--- config.mk ---
export PLATFORM = sky130hd
export DESIGN_NAME = seg_frame_writer
export DESIGN_NICKNAME = d
export VERILOG_FILES = /design/src/rtl/seg_frame_writer.sv
export SDC_FILE = /design/constraint.sdc
export NUM_CORES = 1
export LEC_CHECK = 0
export BUFFER_PORTS_ARGS = -buffer_cell sky130_fd_sc_hd__buf_2
export CORE_MARGIN = 3
export CORE_UTILIZATION = 43
export CTS_CLUSTER_DIAMETER = 30
export DETAILED_ROUTE_END_ITERATION = 6
export PLACE_DENSITY = 0.66
export SETUP_SLACK_MARGIN = 0.1
export SLEW_MARGIN = 15
export SYNTH_ARGS = -nofsm -noshare
export SYNTH_HDL_FRONTEND = slang
export SYNTH_SLANG_ARGS = --single-unit
--- constraint.sdc ---
create_clock -name clk -period 2.95 [get_ports clk]
set_clock_uncertainty 0.1 [all_clocks]
set_input_delay 0.59 -clock clk [delete_from_list [all_inputs] [get_ports clk]]
set_output_delay 0.59 -clock clk [all_outputs]
set_load 0.02 [all_outputs]
--- src/rtl/seg_frame_writer.sv ---
`default_nettype none
// +----------------------------------------------------------------------------+
// | Module   : seg_frame_writer                                                |
// | Purpose  : encodes decoded Morse characters into a scrolling 8-digit,     |
// |            64-bit 7-segment frame with clear and backspace support.       |
// | Options  : SEG_CURSOR_BLINK_EN - blinking cursor on the dp of digit 0      |
// | Revision : 1.0 - initial release                                          |
// +----------------------------------------------------------------------------+
module seg_frame_writer #(
  parameter int SCROLL    = 1,
  parameter int BLINK_DIV = 25000000
) (
  input  logic        clk,
  input  logic        rst,
  input  logic        char_valid,
  input  logic [5:0]  char_code,
  output logic        char_ready,
  input  logic        clr,
  input  logic        bksp,
  output logic [63:0] seg_frame,
  output logic [3:0]  char_count,
  output logic        ovf
);

  localparam logic [3:0] c_MAX_DIGITS = 4'd8;

  logic [63:0] r_frame;
  logic [3:0]  r_count;
  logic        r_ovf;
  logic        w_full;
  logic        w_accept;
  logic [7:0]  w_glyph;

  // Segment order a,b,c,d,e,f,g,dp from bit 7 down; dp is never lit by the font.
  function automatic logic [7:0] font(input logic [5:0] code);
    logic [7:0] seg;
    case (code)
      6'd0:  seg = 8'hFC;
      6'd1:  seg = 8'h60;
      6'd2:  seg = 8'hDA;
      6'd3:  seg = 8'hF2;
      6'd4:  seg = 8'h66;
      6'd5:  seg = 8'hB6;
      6'd6:  seg = 8'hBE;
      6'd7:  seg = 8'hE0;
      6'd8:  seg = 8'hFE;
      6'd9:  seg = 8'hF6;
      6'd10: seg = 8'hEE;
      6'd11: seg = 8'h3E;
      6'd12: seg = 8'h9C;
      6'd13: seg = 8'h7A;
      6'd14: seg = 8'h9E;
      6'd15: seg = 8'h8E;
      6'd16: seg = 8'hBC;
      6'd17: seg = 8'h6E;
      6'd18: seg = 8'h0C;
      6'd19: seg = 8'h78;
      6'd20: seg = 8'hAE;
      6'd21: seg = 8'h1C;
      6'd22: seg = 8'hA8;
      6'd23: seg = 8'h2A;
      6'd24: seg = 8'h3A;
      6'd25: seg = 8'hCE;
      6'd26: seg = 8'hE6;
      6'd27: seg = 8'h0A;
      6'd28: seg = 8'hB6;
      6'd29: seg = 8'h1E;
      6'd30: seg = 8'h7C;
      6'd31: seg = 8'h38;
      6'd32: seg = 8'h54;
      6'd33: seg = 8'h6C;
      6'd34: seg = 8'h76;
      6'd35: seg = 8'hDA;
      6'd36: seg = 8'h00;
      default: seg = 8'h02;
    endcase
    return seg;
  endfunction

  assign w_glyph    = font(char_code);
  assign w_full     = (r_count == c_MAX_DIGITS);
  assign char_ready = ~clr & ~bksp & ((SCROLL != 0) | ~w_full);
  assign w_accept   = char_valid & char_ready;

  always_ff @(posedge clk or posedge rst) begin
    if (rst) begin
      r_frame <= 64'h0;
      r_count <= 4'd0;
      r_ovf   <= 1'b0;
    end else if (clr) begin
      r_frame <= 64'h0;
      r_count <= 4'd0;
      r_ovf   <= 1'b0;
    end else if (bksp) begin
      if (r_count != 4'd0) begin
        r_frame <= {8'h00, r_frame[63:8]};
        r_count <= r_count - 4'd1;
      end
    end else if (w_accept) begin
      r_frame <= {r_frame[55:0], w_glyph};
      // A full display only accepts when scrolling; the oldest digit falls off.
      if (w_full) begin
        r_ovf <= 1'b1;
      end else begin
        r_count <= r_count + 4'd1;
      end
    end
  end

  assign char_count = r_count;
  assign ovf        = r_ovf;

  if (BLINK_DIV < 1) begin : g_blink_div_invalid
  end

`ifdef SEG_CURSOR_BLINK_EN
  localparam int            c_CNT_W = (BLINK_DIV > 1) ? $clog2(BLINK_DIV) : 1;
  localparam logic [c_CNT_W-1:0] c_CNT_LAST = c_CNT_W'(BLINK_DIV - 1);

  logic [c_CNT_W-1:0] r_blink_cnt;
  logic               r_phase;

  // Any edit restarts the blink with the cursor lit so it appears immediately.
  always_ff @(posedge clk or posedge rst) begin
    if (rst) begin
      r_blink_cnt <= '0;
      r_phase     <= 1'b0;
    end else if (clr | bksp | w_accept) begin
      r_blink_cnt <= '0;
      r_phase     <= 1'b1;
    end else if (r_blink_cnt == c_CNT_LAST) begin
      r_blink_cnt <= '0;
      r_phase     <= ~r_phase;
    end else begin
      r_blink_cnt <= r_blink_cnt + 1'b1;
    end
  end

  assign seg_frame = {r_frame[63:1], r_phase};
`else
  assign seg_frame = r_frame;
`endif

endmodule
`default_nettype wire
==> metrics.md <==
| Metric | Value |
|---|---|
| Routed WL per cell | 17.0 um |
| # fillers | 858 |
| IO Pins | 81 |
| Mux cell area share after synthesis | 15.4% |
| Critical-path cell list | buf_2 -> inv_1 -> ha_1 -> nand2b_1 -> o21ai_0 -> mux4_2 -> o2111ai_1 -> o21ai_0 |
| Synth Area in XOR/XNOR | 0.421% |
| PnR Total Power | 4.17 mW |
| Post-synthesis simple-gate area fraction | 13.1% |
| Horiz. Die Dim | 104 um |
| Mapped Nets | between 400 and 500 |
| Clk sinks | 69 |
| PD cells | 859 nW/um^2 |
| Adder-Cell Fraction of Synth Area | under 10% |
| Number of antenna repair diodes | 0 |
| Remaining global-route overflow | 0 |
| CP max-delay cell | mux4_2 |
| Post-DRT Antenna Nets | 0 |
| Worst R2R Start | char_count[0]$_DFFE_PP0P_ |
| Sequential-to-total area share from yosys stat | 41.5% |
| Initial antenna violation count | 0 |
| Max Cap Violations | 0 |
| Fin area | 4850 um^2 |
| Synth area leaders | dfrtp_1 (42%), mux2i_1 (13%), a211oi_2 (12%) |
| Drt first pass iters | 4 |
| CTS Buffer Depth | 2 |
| Crit path depth | 8 |
| Die Ht | approximately 100 um |
| Largest net degree at the start of global routing | 56 |
| CTS clk-pin slew, worst paths | 0.07 ns |
| Async S/R FF share, synth | 100% |
| GRT Total Usage | 19.1% |
| Slew Viols, Final | 0 |
| Leak pwr | roughly 2.4 nW |
| CTS Hold Buffers Added | 0 |
| Cell taking the most area after synthesis | dfrtp_1 |
| Num CTS Buffers | 9 |
| Critical Path Max Stage Delay | 0.48 ns |
| Max IR drop VDD | 0.000266 V |
| Synth warn | 0 |
| Hold Fails Final Rpt | 0 |
| CP Class | in -> reg |
| Iter 0 DRT Violations | between 150 and 200 |
| Final Critical Period | about 2.3 ns |
| Port Buf Inserts | 80 |
| Share of cells above drive strength 1 | 33.3% |
| Postcts setup bufs | 0 |
| Compound-Gate Fraction of Synth Area | 21.1% |
| Final setup viols | 0 |
| Layout Nets | 494 |
| Unrepaired setup endpoints after global routing | false |
| Via density | around 5.5 |
| Yosys cell types | 50 |
| Critical path arrival | 2.33 ns |
| FF+latch count, synth | between 60 and 70 |
| Share of Yosys cell area claimed by the top area cell type | 41.5% |
| Synth Flop Type | dfrtp_1 |
| P&R area growth vs syn | 16.8% |
| CTS tree | yes |
| Worst min path class | in -> async |
| Fmax | ~440 MHz |
| Root Driver | clkbuf_8 |
| Vias in the first global route | 3187 |
| Hpwl dp | 7190 um |
| Crit-path leading delay family | multiplexers |
| DRC errors left | 0 |
| Global-route wire length before repair | around 17000 um |
| Setup TNS | 0 ns |
| Initial Util | 44.6% |
| Clk Latency, worst-skew pair | 0.34 ns |
| CTS HTree Levels | 3 |
| DR vias | 3319 |
| Post-synthesis cell count | 403 |
| Area after DPL | between 4000 and 5000 um^2 |
| Cell area after synthesis | 4160 um^2 |
| Worst reg2reg setup slack | 0.86 ns |
| Post-CTS sizing | 0 |
| Status | completed |
| Die area | 10900 um^2 |
| Final period util | 76.3% |
| Core box area | 9330 um^2 |
| Max-slew headroom | 44.7% |
| Critical Path Start Type | primary input |
| R2r endpoint | seg_frame[48]$_DFFE_PP0P_ |
| Least-Margin Pin Slew | approximately 0.83 ns |
| WL final | 10300 um |
| Critical path peak fanout | 7 |
| EDFF count, synth | 0 |
| Syn Area/Cell | between 10 and 15 um^2 |
| Most used cell, CP | o21ai_0 |
| Final GP Congestion | 0.891 |
| Worst path required time | roughly 3 ns |
| Crit path buf inv count | 2 |
| Row Count | 35 |
| Largest family of logic cells by synthesized area | compound AO/OA/AOI/OAI gates |
| CP Capture Type | flip-flop |
| Worst Reg-to-Reg Cells | 6 |
## worst register-to-register path, cell delays in order, from the launching register on
cell and delay [ns]:
dfrtp_1 0.47, nor4_2 0.42, nand2b_1 0.22, nand2_4 0.23
buf_4 0.30, nor2_1 0.14, a211oi_2 0.06
## synthesized netlist by cell type (2+ instances only)
cell type	count
or2_2	2
o22ai_1	2
inv_1	7
a22o_1	2
buf_1	2
dfrtp_1	69
nand2_1	27
o21ai_0	8
nand3_1	10
mux4_2	3
buf_2	11
o211ai_1	3
or3b_2	2
nor2_1	65
nand2b_1	6
buf_6	5
xnor2_1	2
ha_1	10
a211oi_2	40
clkbuf_1	13
mux2_2	3
o21ai_1	2
mux2i_1	54
a211oi_1	11
and2_1	2
a21oi_1	18
## worst max path at each step
stage                       startpoint                        end  slack, ns
final                     char_code[0]   seg_frame[2]$_DFFE_PP0P_       0.70
after detailed placement  char_code[0]   seg_frame[2]$_DFFE_PP0P_       0.39
after floorplan                    rst  char_count[0]$_DFFE_PP0P_       0.52
after global placement    char_code[0]   seg_frame[2]$_DFFE_PP0P_       0.51
after global routing      char_code[0]   seg_frame[2]$_DFFE_PP0P_       0.62
after CTS                 char_code[0]   seg_frame[2]$_DFFE_PP0P_       0.73
## registers in the layout, summed over array words and instances (netlist names)
register / count
char_count: 4
ovf: 1
seg_frame: 64
## routing by layer
metal | up-vias | track usage [%] | share of wire (%)
met1 | 1618 | 26.8 | 47
li1 | 1605 | - | -
met4 | 0 | 5.41 | 1.5
met5 | - | 0 | 0
met2 | 84 | 29.8 | 47
met3 | 12 | 4.10 | 4.7
## layout by cell type (no fill, tap or decap), types with 8 or more instances in the layout
cell / Yosys / routed
a21oi_1: 18 / 18
buf_4: 1 / 8
clkbuf_8: 0 / 9
buf_2: 11 / 80
a211oi_2: 40 / 40
nor2_1: 65 / 65
nand2_1: 27 / 27
ha_1: 10 / 10
dfrtp_1: 69 / 69
a211oi_1: 11 / 11
mux2i_1: 54 / 54
nand3_1: 10 / 10
o21ai_0: 8 / 8
## area by class of cell
class	instances	area (um^2)	area share, %
clock buffer	11	131	2.71
clock inverter	5	75.1	1.55
inverter	8	30.0	0.619
multi-input combinational	294	2230	45.9
sequential	69	1730	35.6
tap	129	161	3.32
timing repair buffer	90	500	10.3
## report_power, final
group	internal, mW	switching [mW]	total, mW
clock network	0.473	0.354	0.827
registers	1.20	0.320	1.52
logic	0.681	1.14	1.82
total	2.36	1.82	4.17
## metrics by stage
step	util, %	std cells	hold slack (ns)	setup WS (ns)
2_1_floorplan	-	403	0.491	0.520
3_3_place_gp	49.8	590	0.370	0.511
3_5_place_dp	49.8	590	0.373	0.386
4_1_cts	52.0	606	0.247	0.732
5_1_grt	52.0	606	0.270	0.617
6_report	52.0	606	0.229	0.698
## logic make-up (layout without fill, tap and decap cells)
| kind of cell | count (synthesis) | count (layout) |
|---|---|---|
| simple gates | 123 | 123 |
| compound gates | 98 | 98 |
| flops | 69 | 69 |
| mux | 60 | 60 |
| buf+inv | 40 | 114 |
| fa+ha+maj | 11 | 11 |
| xor+xnor | 2 | 2 |
Power figures use the tool's default switching activity.
